<file path="config.mk">
export PLATFORM = sky130hd
export DESIGN_NAME = reg_array_reader
export DESIGN_NICKNAME = d
export VERILOG_FILES = /design/src/rtl/reg_array_reader.sv
export SDC_FILE = /design/constraint.sdc
export NUM_CORES = 1
export LEC_CHECK = 0
export ABC_AREA = 1
export CELL_PAD_IN_SITES_DETAIL_PLACEMENT = 0
export CELL_PAD_IN_SITES_GLOBAL_PLACEMENT = 1
export CORE_MARGIN = 10
export CORE_UTILIZATION = 52
export CTS_CLUSTER_DIAMETER = 50
export DETAILED_ROUTE_END_ITERATION = 6
export DONT_BUFFER_PORTS = 1
export PLACE_DENSITY_LB_ADDON = 0.15
export RECOVER_POWER = 25
export SLEW_MARGIN = 10
export SYNTH_ARGS = -nofsm -noshare
export SYNTH_HDL_FRONTEND = slang
export SYNTH_SLANG_ARGS = --single-unit
</file>
<file path="constraint.sdc">
create_clock -name i_clk -period 31.9 [get_ports i_clk]
set_clock_uncertainty 0.2 [all_clocks]
set_input_delay 1.595 -clock i_clk [delete_from_list [all_inputs] [get_ports i_clk]]
set_output_delay 1.595 -clock i_clk [all_outputs]
set_load 0.005 [all_outputs]
</file>
<file path="src/rtl/reg_array_reader.sv">
// reg_array_reader: snapshots an N-word bus on i_start and streams the words out over valid/ready.
// Define READER_BITREV_EN to emit words in bit-reversed index order instead of sequential order.
module reg_array_reader #(
    parameter  int N   = 32,
    parameter  int MSB = 16,
    localparam int IW  = $clog2(N)
) (
    input  logic             i_clk,
    input  logic             i_rst,
    input  logic             i_start,
    input  logic [N*MSB-1:0] i_data_in,
    output logic             o_busy,
    output logic             o_out_valid,
    input  logic             i_out_ready,
    output logic [MSB-1:0]   o_out_data,
    output logic [IW-1:0]    o_out_index,
    output logic             o_out_last,
    output logic             o_done
);

    typedef enum logic [1:0] {
        S_IDLE   = 2'd0,
        S_STREAM = 2'd1,
        S_DONE   = 2'd2
    } state_t;

    state_t         r_state;
    state_t         w_stateNext;
    logic [IW-1:0]  r_cnt;
    logic [MSB-1:0] r_shadow [N];

    logic           w_capture;
    logic           w_handshake;
    logic           w_cntLast;
    logic           w_streaming;
    logic [IW-1:0]  w_mapIdx;

    // Sequence position to source word index; the bit-reversed build undoes the FFT's scrambled buffer order.
    function automatic logic [IW-1:0] mapIndex(input logic [IW-1:0] cnt);
`ifdef READER_BITREV_EN
        logic [IW-1:0] rev;
        for (int b = 0; b < IW; b++) begin
            rev[b] = cnt[IW-1-b];
        end
        return rev;
`else
        return cnt;
`endif
    endfunction

    assign w_streaming = (r_state == S_STREAM);
    assign w_capture   = (r_state == S_IDLE) && i_start;
    assign w_handshake = w_streaming && i_out_ready;
    assign w_cntLast   = (r_cnt == IW'(N-1));
    assign w_mapIdx    = mapIndex(r_cnt);

    always_ff @(posedge i_clk) begin
        if (i_rst) begin
            r_state <= S_IDLE;
        end else begin
            r_state <= w_stateNext;
        end
    end

    always_comb begin
        w_stateNext = r_state;
        case (r_state)
            S_IDLE: begin
                if (i_start) begin
                    w_stateNext = S_STREAM;
                end
            end
            S_STREAM: begin
                if (i_out_ready && w_cntLast) begin
                    w_stateNext = S_DONE;
                end
            end
            S_DONE: begin
                w_stateNext = S_IDLE;
            end
            default: begin
                w_stateNext = S_IDLE;
            end
        endcase
    end

    // The snapshot is taken only on an accepted start, so later changes on i_data_in cannot leak into a frame.
    always_ff @(posedge i_clk) begin
        if (i_rst) begin
            r_cnt <= '0;
            for (int i = 0; i < N; i++) begin
                r_shadow[i] <= '0;
            end
        end else if (w_capture) begin
            r_cnt <= '0;
            for (int i = 0; i < N; i++) begin
                r_shadow[i] <= i_data_in[i*MSB +: MSB];
            end
        end else if (w_handshake && !w_cntLast) begin
            r_cnt <= r_cnt + IW'(1);
        end
    end

    assign o_busy      = (r_state != S_IDLE);
    assign o_out_valid = w_streaming;
    assign o_done      = (r_state == S_DONE);
    assign o_out_last  = w_streaming && w_cntLast;
    assign o_out_index = w_streaming ? w_mapIdx : '0;
    assign o_out_data  = w_streaming ? r_shadow[w_mapIdx] : '0;

endmodule

</file>
== Word level (Yosys, flattened, before mapping) ==
Memory sizes are Yosys's and may differ from the RTL's. A register that Yosys moved wholly into a read port is not among the register bits.
Cells that the tools add are included.
W data, S select, Z words.

* Memories kept: 1
* Bits in latches: 0
* Word-level logic and storage cells: 95
* Memory bits (read-only): 0
* Register bits after elaboration: 7
* RAM bits: 512
* Output and inout port bits: 25
* Input port bits: 516

* Shift-type cells: 0
* Bitwise operators: 32
* $add $sub $neg: 1
* Multipliers: 0
* Order comparisons: 0
* Eq/ne operators: 5
* Divide/modulo/power cells: 0
* Mux-type cells: 44
* Reduce and logical (&&, ||, !) cells: 10

{| class="wikitable"
|+ Memory list
! name !! depth !! bits a word !! rd ports !! clocked after memory_dff !! wr ports !! line !! source
|-
| r_shadow || 32 || 16 || 1 || 1 || 32 || 30 || <nowiki>logic [MSB-1:0] r_shadow [N];</nowiki>
|}

{| class="wikitable"
|+ Operators by type and width
! kind !! number
|-
| $mux W16 || 33
|-
| $or A1 B1 Y1 || 32
|-
| $mux W5 || 3
|-
| $add A5 B1 Y5 const B || 1
|-
| $eq A5 B5 Y1 const B || 1
|-
| $logic_and A1 B1 Y1 || 5
|-
| $mux W1 || 5
|-
| $mux W2 || 2
|-
| $pmux W2 S2 || 1
|-
| $eq A2 B1 Y1 const B || 1
|-
| $eq A2 B2 Y1 const B || 1
|-
| $logic_not A2 Y1 || 1
|-
| $ne A2 B1 Y1 const B || 1
|-
| $ne A2 B2 Y1 const B || 1
|-
| $reduce_and A2 Y1 || 1
|-
| $reduce_bool A2 Y1 || 1
|-
| $reduce_or A2 Y1 || 1
|-
| $logic_not A1 Y1 || 1
|}

== Depth between registers and ports, before layout ==
Gate-level depths: netlist of the first run.

* Word-level depth: 6
* Gate-level depth with buffers: 12

== Least setup slack after synthesis of the first run ==
No wires, ideal clock.

* Path type: input -> register
* Start: input i_rst
* End: memory r_shadow[0][0], enable pin
* Path slack: 19.019 ns
* Stages: 3
* Path buffers: 1
* Arrival: 11.823 ns
* Path through: clkbuf_1 > nor2_1 > inv_1

{| class="wikitable"
|+ RTL lines
! item !! line !! source
|-
| start: declaration || 9 || <nowiki>input logic i_rst,</nowiki>
|-
| end: declaration || 30 ||
|}

==> metrics.json, run 1 <==
{
  "status": {"value": "finished with violations"},
  "failed_checks": {"value": "max-capacitance violations, max-slew violations"},
  "design.portCount": {"value": 541},
  "clk_pin_slew_worst_paths": {"value": 0.06, "unit": "ns"},
  "synth.top_cells.by_area": {"value": "edfxtp_1, nand2_1, nor2_1"},
  "number_of_endpoints_failing_setup_at_the_final_stage": {"value": 0},
  "wl_per_cell": {"value": 23.6, "unit": "um"},
  "power_leakage": {"value": 12.7, "unit": "nW"},
  "criticalPathCategory": {"value": "reg -> out"},
  "post_cts_resized": {"value": 0},
  "drt-vias-per-instance": {"value": 5.45},
  "antenna_found_initial": {"value": 0},
  "critical_path.top_delay_family": {"value": "buffers and inverters"},
  "drt_drc_violations_left": {"value": 0},
  "area_leader_netlist": {"value": "edfxtp_1"},
  "holdBufCountCts": {"value": 0},
  "layout_worst_path_cycle_share": {"value": 18.7, "unit": "%"},
  "port_buffers": {"value": 0},
  "cts_buffers": {"value": 57},
  "finalSetupTns": {"value": 0, "unit": "ns"},
  "cts_max_path_buffers": {"value": 3},
  "cts_tree": {"value": "done"},
  "fmax": {"value": 168, "unit": "MHz"},
  "finish.net_count": {"value": 3312},
  "synth.cell_area": {"value": 0.0254, "unit": "sq mm"},
  "drv_slew": {"value": 88},
  "root_buffer": {"value": "clkbuf_16"},
  "cts.htree.levels": {"value": 2},
  "synth_most_common_cell": {"value": "nand2_1"},
  "worstPathCellList": {"value": "buf_4, buf_4, nand2_1, nand3_1, nand3_1, nand2_1, nand2_1, nand3_1, nand2_1, nor2_1"},
  "critical_path_s_most_frequent_cell": {"value": "nand2_1"},
  "cts_num_sinks": {"value": 524},
  "fp.dieArea": {"value": 0.0582, "unit": "sq mm"},
  "critical-path-slowest-cell": {"value": "buf_4"},
  "synth.yosys.seq_area_share": {"value": 61.4, "unit": "%"},
  "globalplace.congestion": {"value": 0.860},
  "timing.slew.headroom": {"value": -200, "unit": "%"},
  "worstPathRequired": {"value": 30.10, "unit": "ns"},
  "synth.ff_latch_count": {"value": 524},
  "maximum_vdd_ir_drop": {"value": 0.0412, "unit": "mV"},
  "maximum_number_of_pins_on_one_net_before_global_route_repair": {"value": 229},
  "setup.worst_path.end_class": {"value": "output port"},
  "hold_path.class": {"value": "reg -> reg"},
  "synthToLayoutAreaGrowth": {"value": 7.12, "unit": "%"},
  "post_synth_arst_share": {"value": 0, "unit": "%"},
  "drv_cap": {"value": 1},
  "n_antenna_cell": {"value": 0},
  "synth.cells.most_frequent": {"value": "nand2_1, nor2_1, inv_1"},
  "worst-path-max-fanout": {"value": 94},
  "synth.distinct_cells": {"value": 23},
  "core_area": {"value": 0.0486, "unit": "sq mm"},
  "grt_setup_unrepaired": {"value": "no"},
  "grt_pass1_wl": {"value": 117000, "unit": "um"},
  "via_count": {"value": 18900},
  "gr_ovfl_total": {"value": 0},
  "drive_gt1_share": {"value": 3.80, "unit": "%"},
  "ys_warn_count": {"value": 0},
  "synth_cells": {"value": 2884},
  "number_of_inserted_filler_cells_in_the_final_layout": {"value": 4415},
  "dieHeight": {"value": 241, "unit": "um"},
  "critPathBufInv": {"value": 2},
  "drt_first_pass_iters": {"value": 5},
  "register_area": {"value": 0.0156, "unit": "sq mm"},
  "start_util": {"value": 52.3, "unit": "%"},
  "power_per_cell_area": {"value": 61.0, "unit": "mW/mm^2"},
  "worst_path_largest_cell_delay": {"value": 0.92, "unit": "ns"},
  "synth_flop_cell": {"value": "edfxtp_1"},
  "std_cell_rows": {"value": 81},
  "routed_wl": {"value": 81600, "unit": "um"},
  "synth_largest_type_area_fraction": {"value": 60.4, "unit": "%"},
  "initialDrtViolationCount": {"value": 2046},
  "critical_path_arrival": {"value": 4.16, "unit": "ns"},
  "grt.total_usage": {"value": 27.3, "unit": "%"},
  "startpoint_type": {"value": "flop"},
  "postSynthAreaPerCell": {"value": 8.82, "unit": "sq um"},
  "worst_slew_pin_tran": {"value": 4.50, "unit": "ns"},
  "grt_pass1_vias": {"value": 18600},
  "synth-edff-count": {"value": 512},
  "clkLatencyLatePin": {"value": 0.59, "unit": "ns"},
  "antenna_violating_nets_post_route": {"value": 0},
  "fin_worst_hold_slack": {"value": 0.329, "unit": "ns"},
  "report.final.hold_viol_count": {"value": 0},
  "syn-num-nets": {"value": 3402},
  "final.min_clock_period": {"value": 5.95, "unit": "ns"},
  "post_cts.repair.setup_buffers": {"value": 0},
  "die_x": {"value": 241, "unit": "um"},
  "detailedPlacementHpwl": {"value": 57700, "unit": "um"},
  "totalPowerFinal": {"value": 1.66, "unit": "mW"},
  "multi_input_area": {"value": 0.00679, "unit": "sq mm"}
}
==> logic make-up after synthesis <==
logic type,Yosys count,synth area share (%)
AOI/OAI and AO/OA,57,1.12
adders and majority gates,2,0.0983
and+or+nand+nor,1606,25.4
buffers and inverters,695,12.0
DFF,524,61.4
==> worst paths after layout <==
check             startpoint  depth (start not counted)         endpoint  slack [ns]
setup / recovery        flop                         10    o_out_data[4]       25.95
hold reg to reg     r_cnt[4]                          2         r_cnt[4]        0.33
hold / removal      r_cnt[4]                          2         r_cnt[4]        0.33
setup reg to reg  r_state[0]                          5  r_shadow[17][8]       26.62
==> cell type report <==
cell class,count,share of cell area [%]
Sequential cell,524,57.3
Multi-Input combinational cell,1665,24.9
Inverter,530,7.37
Clock buffer,69,5.40
Tap cell,622,2.85
Clock inverter,36,1.64
Timing Repair Buffer,16,0.532
==> placed cells by master, fill, tap and decap left out, drive strengths merged, types with 14 or more instances in the layout <==
cell type  instances
buf               16
o21ai             43
nor2             619
clkbuf            69
clkinv            22
nand2            634
a21oi             14
edfxtp           512
inv              533
nand3            349
==> registers in the layout, summed over array words and instances (netlist names), named ones only <==
name / flops
r_cnt: 5
r_shadow: 512
r_state: 2
==> layer usage <==
| layer | share of wire [%] | track usage (%) | up-vias |
|---|---|---|---|
| met1 | 42 | 38.1 | 9036 |
| met5 | 0 | 0 | - |
| met3 | 12 | 9.00 | 110 |
| met2 | 44 | 40.2 | 951 |
| li1 | - | - | 8780 |
| met4 | 2.4 | 7.45 | 0 |
==> worst min-delay path, cell delays in order, from the launching register on <==
cell and delay (ns):
dfxtp_1 0.31, inv_1 0.10, a21oi_1 0.07
==> through the flow <==
| step | cell area [sq um] | utilization (%) | worst slack (ns) | cells |
|---|---|---|---|---|
| after global placement | 25300 | 52.1 | 26.67 | 3357 |
| final | 27300 | 56.0 | 25.95 | 3462 |
| after global routing | 27300 | 56.0 | 25.53 | 3462 |
| after detailed placement | 25300 | 52.1 | 26.67 | 3357 |
| after floorplan | 25400 | - | 19.02 | 2884 |
| after CTS | 27300 | 56.0 | 26.01 | 3462 |
==> where the power goes <==
group	switching (mW)	leakage [nW]	internal, mW
registers	0.0199	5.60	0.819
clock network	0.275	0.938	0.410
logic	0.104	6.19	0.0359
total	0.399	12.7	1.27
Note: power is estimated with default switching activity, not from simulation.
==> run 2: changes to the inputs <==
- CORE_UTILIZATION: 52 -> 48
- clock period: 31.9 -> 5.7 ns (I/O delays scaled with it)
==> run 2 against run 1 <==
Net effect: the flow still finishes with violations (max-capacitance violations, max-slew violations); power rose to 6.1 times the previous value; hold slack got worse by 0.29 ns; non-clock buffer count grew 516; largest power group unchanged; highest routed layer unchanged.
==> metrics.json, run 2 (synthesized netlist as in run 1, its figures left out) <==
{
  "status": {"value": "finished with violations", "change": "unchanged"},
  "failed_checks": {"value": "max-capacitance violations, max-slew violations", "change": "unchanged"},
  "rr_startpoint": {"value": "r_state[0]", "change": "unchanged"},
  "cts_num_sinks": {"value": 524, "change": "unchanged"},
  "core_area": {"value": 0.0526, "unit": "sq mm", "change": "was 0.0486 sq mm"},
  "flip_flop_count_of_the_largest_register_after_layout": {"value": 512, "change": "unchanged"},
  "max_flop_register": {"value": "r_shadow", "change": "unchanged"},
  "place_worst_setup_slack": {"value": 2.02, "unit": "ns", "change": "was 26.67 ns"},
  "layout_worst_path_cycle_share": {"value": 82.2, "unit": "%"},
  "report.final.hold_viol_count": {"value": 0, "change": "unchanged"},
  "root_buffer": {"value": "clkbuf_16", "change": "unchanged"},
  "clkLatencyLatePin": {"value": 0.59, "unit": "ns", "change": "about the same"},
  "finalSetupTns": {"value": 0, "unit": "ns", "change": "unchanged"},
  "cts.htree.levels": {"value": 3, "change": "was 2"},
  "numPlacedInstances": {"value": 3423, "change": "was 3357"},
  "fin_worst_hold_slack": {"value": 0.0401, "unit": "ns", "change": "was 0.329 ns"},
  "drt_first_pass_iters": {"value": 6, "change": "was 5"},
  "fmax": {"value": 214, "unit": "MHz"},
  "mostFrequentLayoutCells": {"value": "nand2_1, nor2_1, inv_1", "change": "unchanged"},
  "start_util": {"value": 48.4, "unit": "%", "change": "was 52.3%"},
  "power_leakage": {"value": 15.1, "unit": "nW", "change": "was 12.7 nW"},
  "grt_setup_unrepaired": {"value": "no", "change": "unchanged"},
  "holdBufCountCts": {"value": 516, "change": "was 0"},
  "worst_hold_startpoint": {"value": "i_rst", "change": "was r_cnt[4]"},
  "worst_slew_pin_tran": {"value": 3.22, "unit": "ns", "change": "was 4.50 ns"},
  "mostFrequentLayoutCell": {"value": "nand2_1", "change": "unchanged"},
  "std_cell_rows": {"value": 84, "change": "was 81"},
  "cts_tree": {"value": "done", "change": "unchanged"},
  "finish.net_count": {"value": 3837, "change": "was 3312"},
  "globalplace.congestion": {"value": 0.843, "change": "was 0.860"},
  "critical_path_arrival": {"value": 4.76, "unit": "ns", "change": "was 4.16 ns"},
  "initialDrtViolationCount": {"value": 2158, "change": "was 2046"},
  "grt_pass1_vias": {"value": 21600, "change": "was 18600"},
  "wl_per_cell": {"value": 22.4, "unit": "um", "change": "was 23.6 um"},
  "maximum_vdd_ir_drop": {"value": 0.213, "unit": "mV", "change": "was 0.0412 mV"},
  "worst-path-max-fanout": {"value": 78, "change": "was 94"},
  "clk_pin_slew_worst_paths": {"value": 0.06, "unit": "ns", "change": "about the same"},
  "drv_cap": {"value": 1, "change": "unchanged"},
  "gr_ovfl_total": {"value": 0, "change": "unchanged"},
  "final.min_clock_period": {"value": 4.68, "unit": "ns"},
  "number_of_inserted_filler_cells_in_the_final_layout": {"value": 4170, "change": "was 4415"},
  "via_count": {"value": 21200, "change": "was 18900"},
  "die_x": {"value": 250, "unit": "um", "change": "was 241 um"},
  "drt-vias-per-instance": {"value": 5.23, "change": "was 5.45"},
  "drt_drc_violations_left": {"value": 0, "change": "unchanged"},
  "number_of_endpoints_failing_setup_at_the_final_stage": {"value": 0, "change": "unchanged"},
  "synthToLayoutAreaGrowth": {"value": 29.4, "unit": "%", "change": "was 7.12%"},
  "port_buffers": {"value": 0, "change": "unchanged"},
  "routed_wl": {"value": 91200, "unit": "um", "change": "was 81600 um"},
  "fp.dieArea": {"value": 0.0626, "unit": "sq mm", "change": "was 0.0582 sq mm"},
  "hold_path.class": {"value": "in -> reg", "change": "was reg -> reg"},
  "totalPowerFinal": {"value": 10.2, "unit": "mW", "change": "was 1.66 mW"},
  "reg.largest.list": {"value": "r_shadow: 512 flops, r_cnt: 5 flops, r_state: 2 flops", "change": "unchanged"},
  "worstPathCellList": {"value": "nor2_1, nand2_1, or2_0, buf_4, nor2_1", "change": "was buf_4, buf_4, nand2_1, nand3_1, nand3_1, nand2_1, nand2_1, nand3_1, nand2_1, nor2_1"},
  "post_cts_resized": {"value": 0, "change": "unchanged"},
  "critical_path_s_most_frequent_cell": {"value": "nor2_1", "change": "was nand2_1"},
  "finalWorstSetupSlack": {"value": 1.02, "unit": "ns", "change": "was 25.95 ns"},
  "cts_buffers": {"value": 66, "change": "was 57"},
  "grt.total_usage": {"value": 28.1, "unit": "%", "change": "was 27.3%"},
  "worst_path_largest_cell_delay": {"value": 2.32, "unit": "ns", "change": "was 0.92 ns"},
  "power_per_cell_area": {"value": 309, "unit": "mW/mm^2", "change": "was 61.0 mW/mm^2"},
  "antenna_violating_nets_post_route": {"value": 0, "change": "unchanged"},
  "worstPathRequired": {"value": 5.78, "unit": "ns", "change": "was 30.10 ns"},
  "post_cts.repair.setup_buffers": {"value": 0, "change": "unchanged"},
  "drv_slew": {"value": 54, "change": "was 88"},
  "dieHeight": {"value": 250, "unit": "um", "change": "was 241 um"},
  "final-instance-count-excl-fill": {"value": 4061, "change": "was 3462"},
  "grt_pass1_wl": {"value": 134000, "unit": "um", "change": "was 117000 um"},
  "cts_max_path_buffers": {"value": 3, "change": "unchanged"},
  "maximum_number_of_pins_on_one_net_before_global_route_repair": {"value": 228, "change": "was 229"},
  "startpoint": {"value": "r_state[0]"},
  "design.portCount": {"value": 541, "change": "unchanged"},
  "drive_gt1_share": {"value": 3.68, "unit": "%", "change": "was 3.80%"},
  "criticalPathCategory": {"value": "reg -> reg", "change": "was reg -> out"},
  "timing.slew.headroom": {"value": -115, "unit": "%", "change": "was -200%"},
  "startpoint_type": {"value": "flop", "change": "unchanged"},
  "detailedPlacementHpwl": {"value": 59400, "unit": "um", "change": "was 57700 um"},
  "critical-path-slowest-cell": {"value": "or2_0", "change": "was buf_4"},
  "setup.worst_path.end_class": {"value": "flop", "change": "was output port"},
  "antenna_found_initial": {"value": 3, "change": "was 0"}
}
==> run 2: changes by cell type in the layout (fill, tap and decap cells not counted), moves of 3 or more <==
cell / change
clkbuf_16: +14
buf_12: +3
buf_4: -3
dlygate4sd3_1: +515
diode_2: +4
==> run 2: worst paths after layout <==
kind / to / depth (start not counted) / slack [ns]
worst max-delay path: r_shadow[0][8] / 5 / 1.02
worst min-delay path: r_shadow[29][0] / 2 / 0.04
worst max register to register: r_shadow[0][8] / 5 / 1.02
worst min register to register: r_cnt[4] / 2 / 0.33
==> run 2: per-stage QoR <==
stage	instance area [sq um]	utilization (%)
after CTS	32900	62.7
after global placement	25500	48.5
after global routing	32900	62.7
after detailed placement	25500	48.5
after floorplan	25500	-
final	32900	62.7
==> run 2: layout make-up <==
class	instances	area, sq um	share of cell area (%)
inverters	530	2010	6.09
flip-flops and latches	524	15600	47.4
repair buffers	532	5370	16.3
diodes	4	10.0	0.0304
clock buffers	82	1820	5.52
well taps	688	861	2.61
multi-input cells	1665	6790	20.6
clock inverters	36	454	1.38
==> run 2: worst max-delay path, delay by kind of cell (launching register included) <==
family        cells  cell delay (ns)
flops             1             0.35
buf+inv           1             1.00
simple gates      4             2.75
==> run 2: layer usage <==
metal,vias up,GRT usage [%],wire [um]
met1,10200,37.2,38100
met2,1022,43.2,41700
met4,0,10.1,3090
li1,9849,-,-
met5,-,0,0
met3,188,8.06,8340
==> run 2: report_power, final <==
part / total (mW) / switching (mW) / internal (mW)
registers: 4.69 / 0.100 / 4.59
logic: 1.09 / 0.661 / 0.433
clock network: 4.38 / 1.66 / 2.72
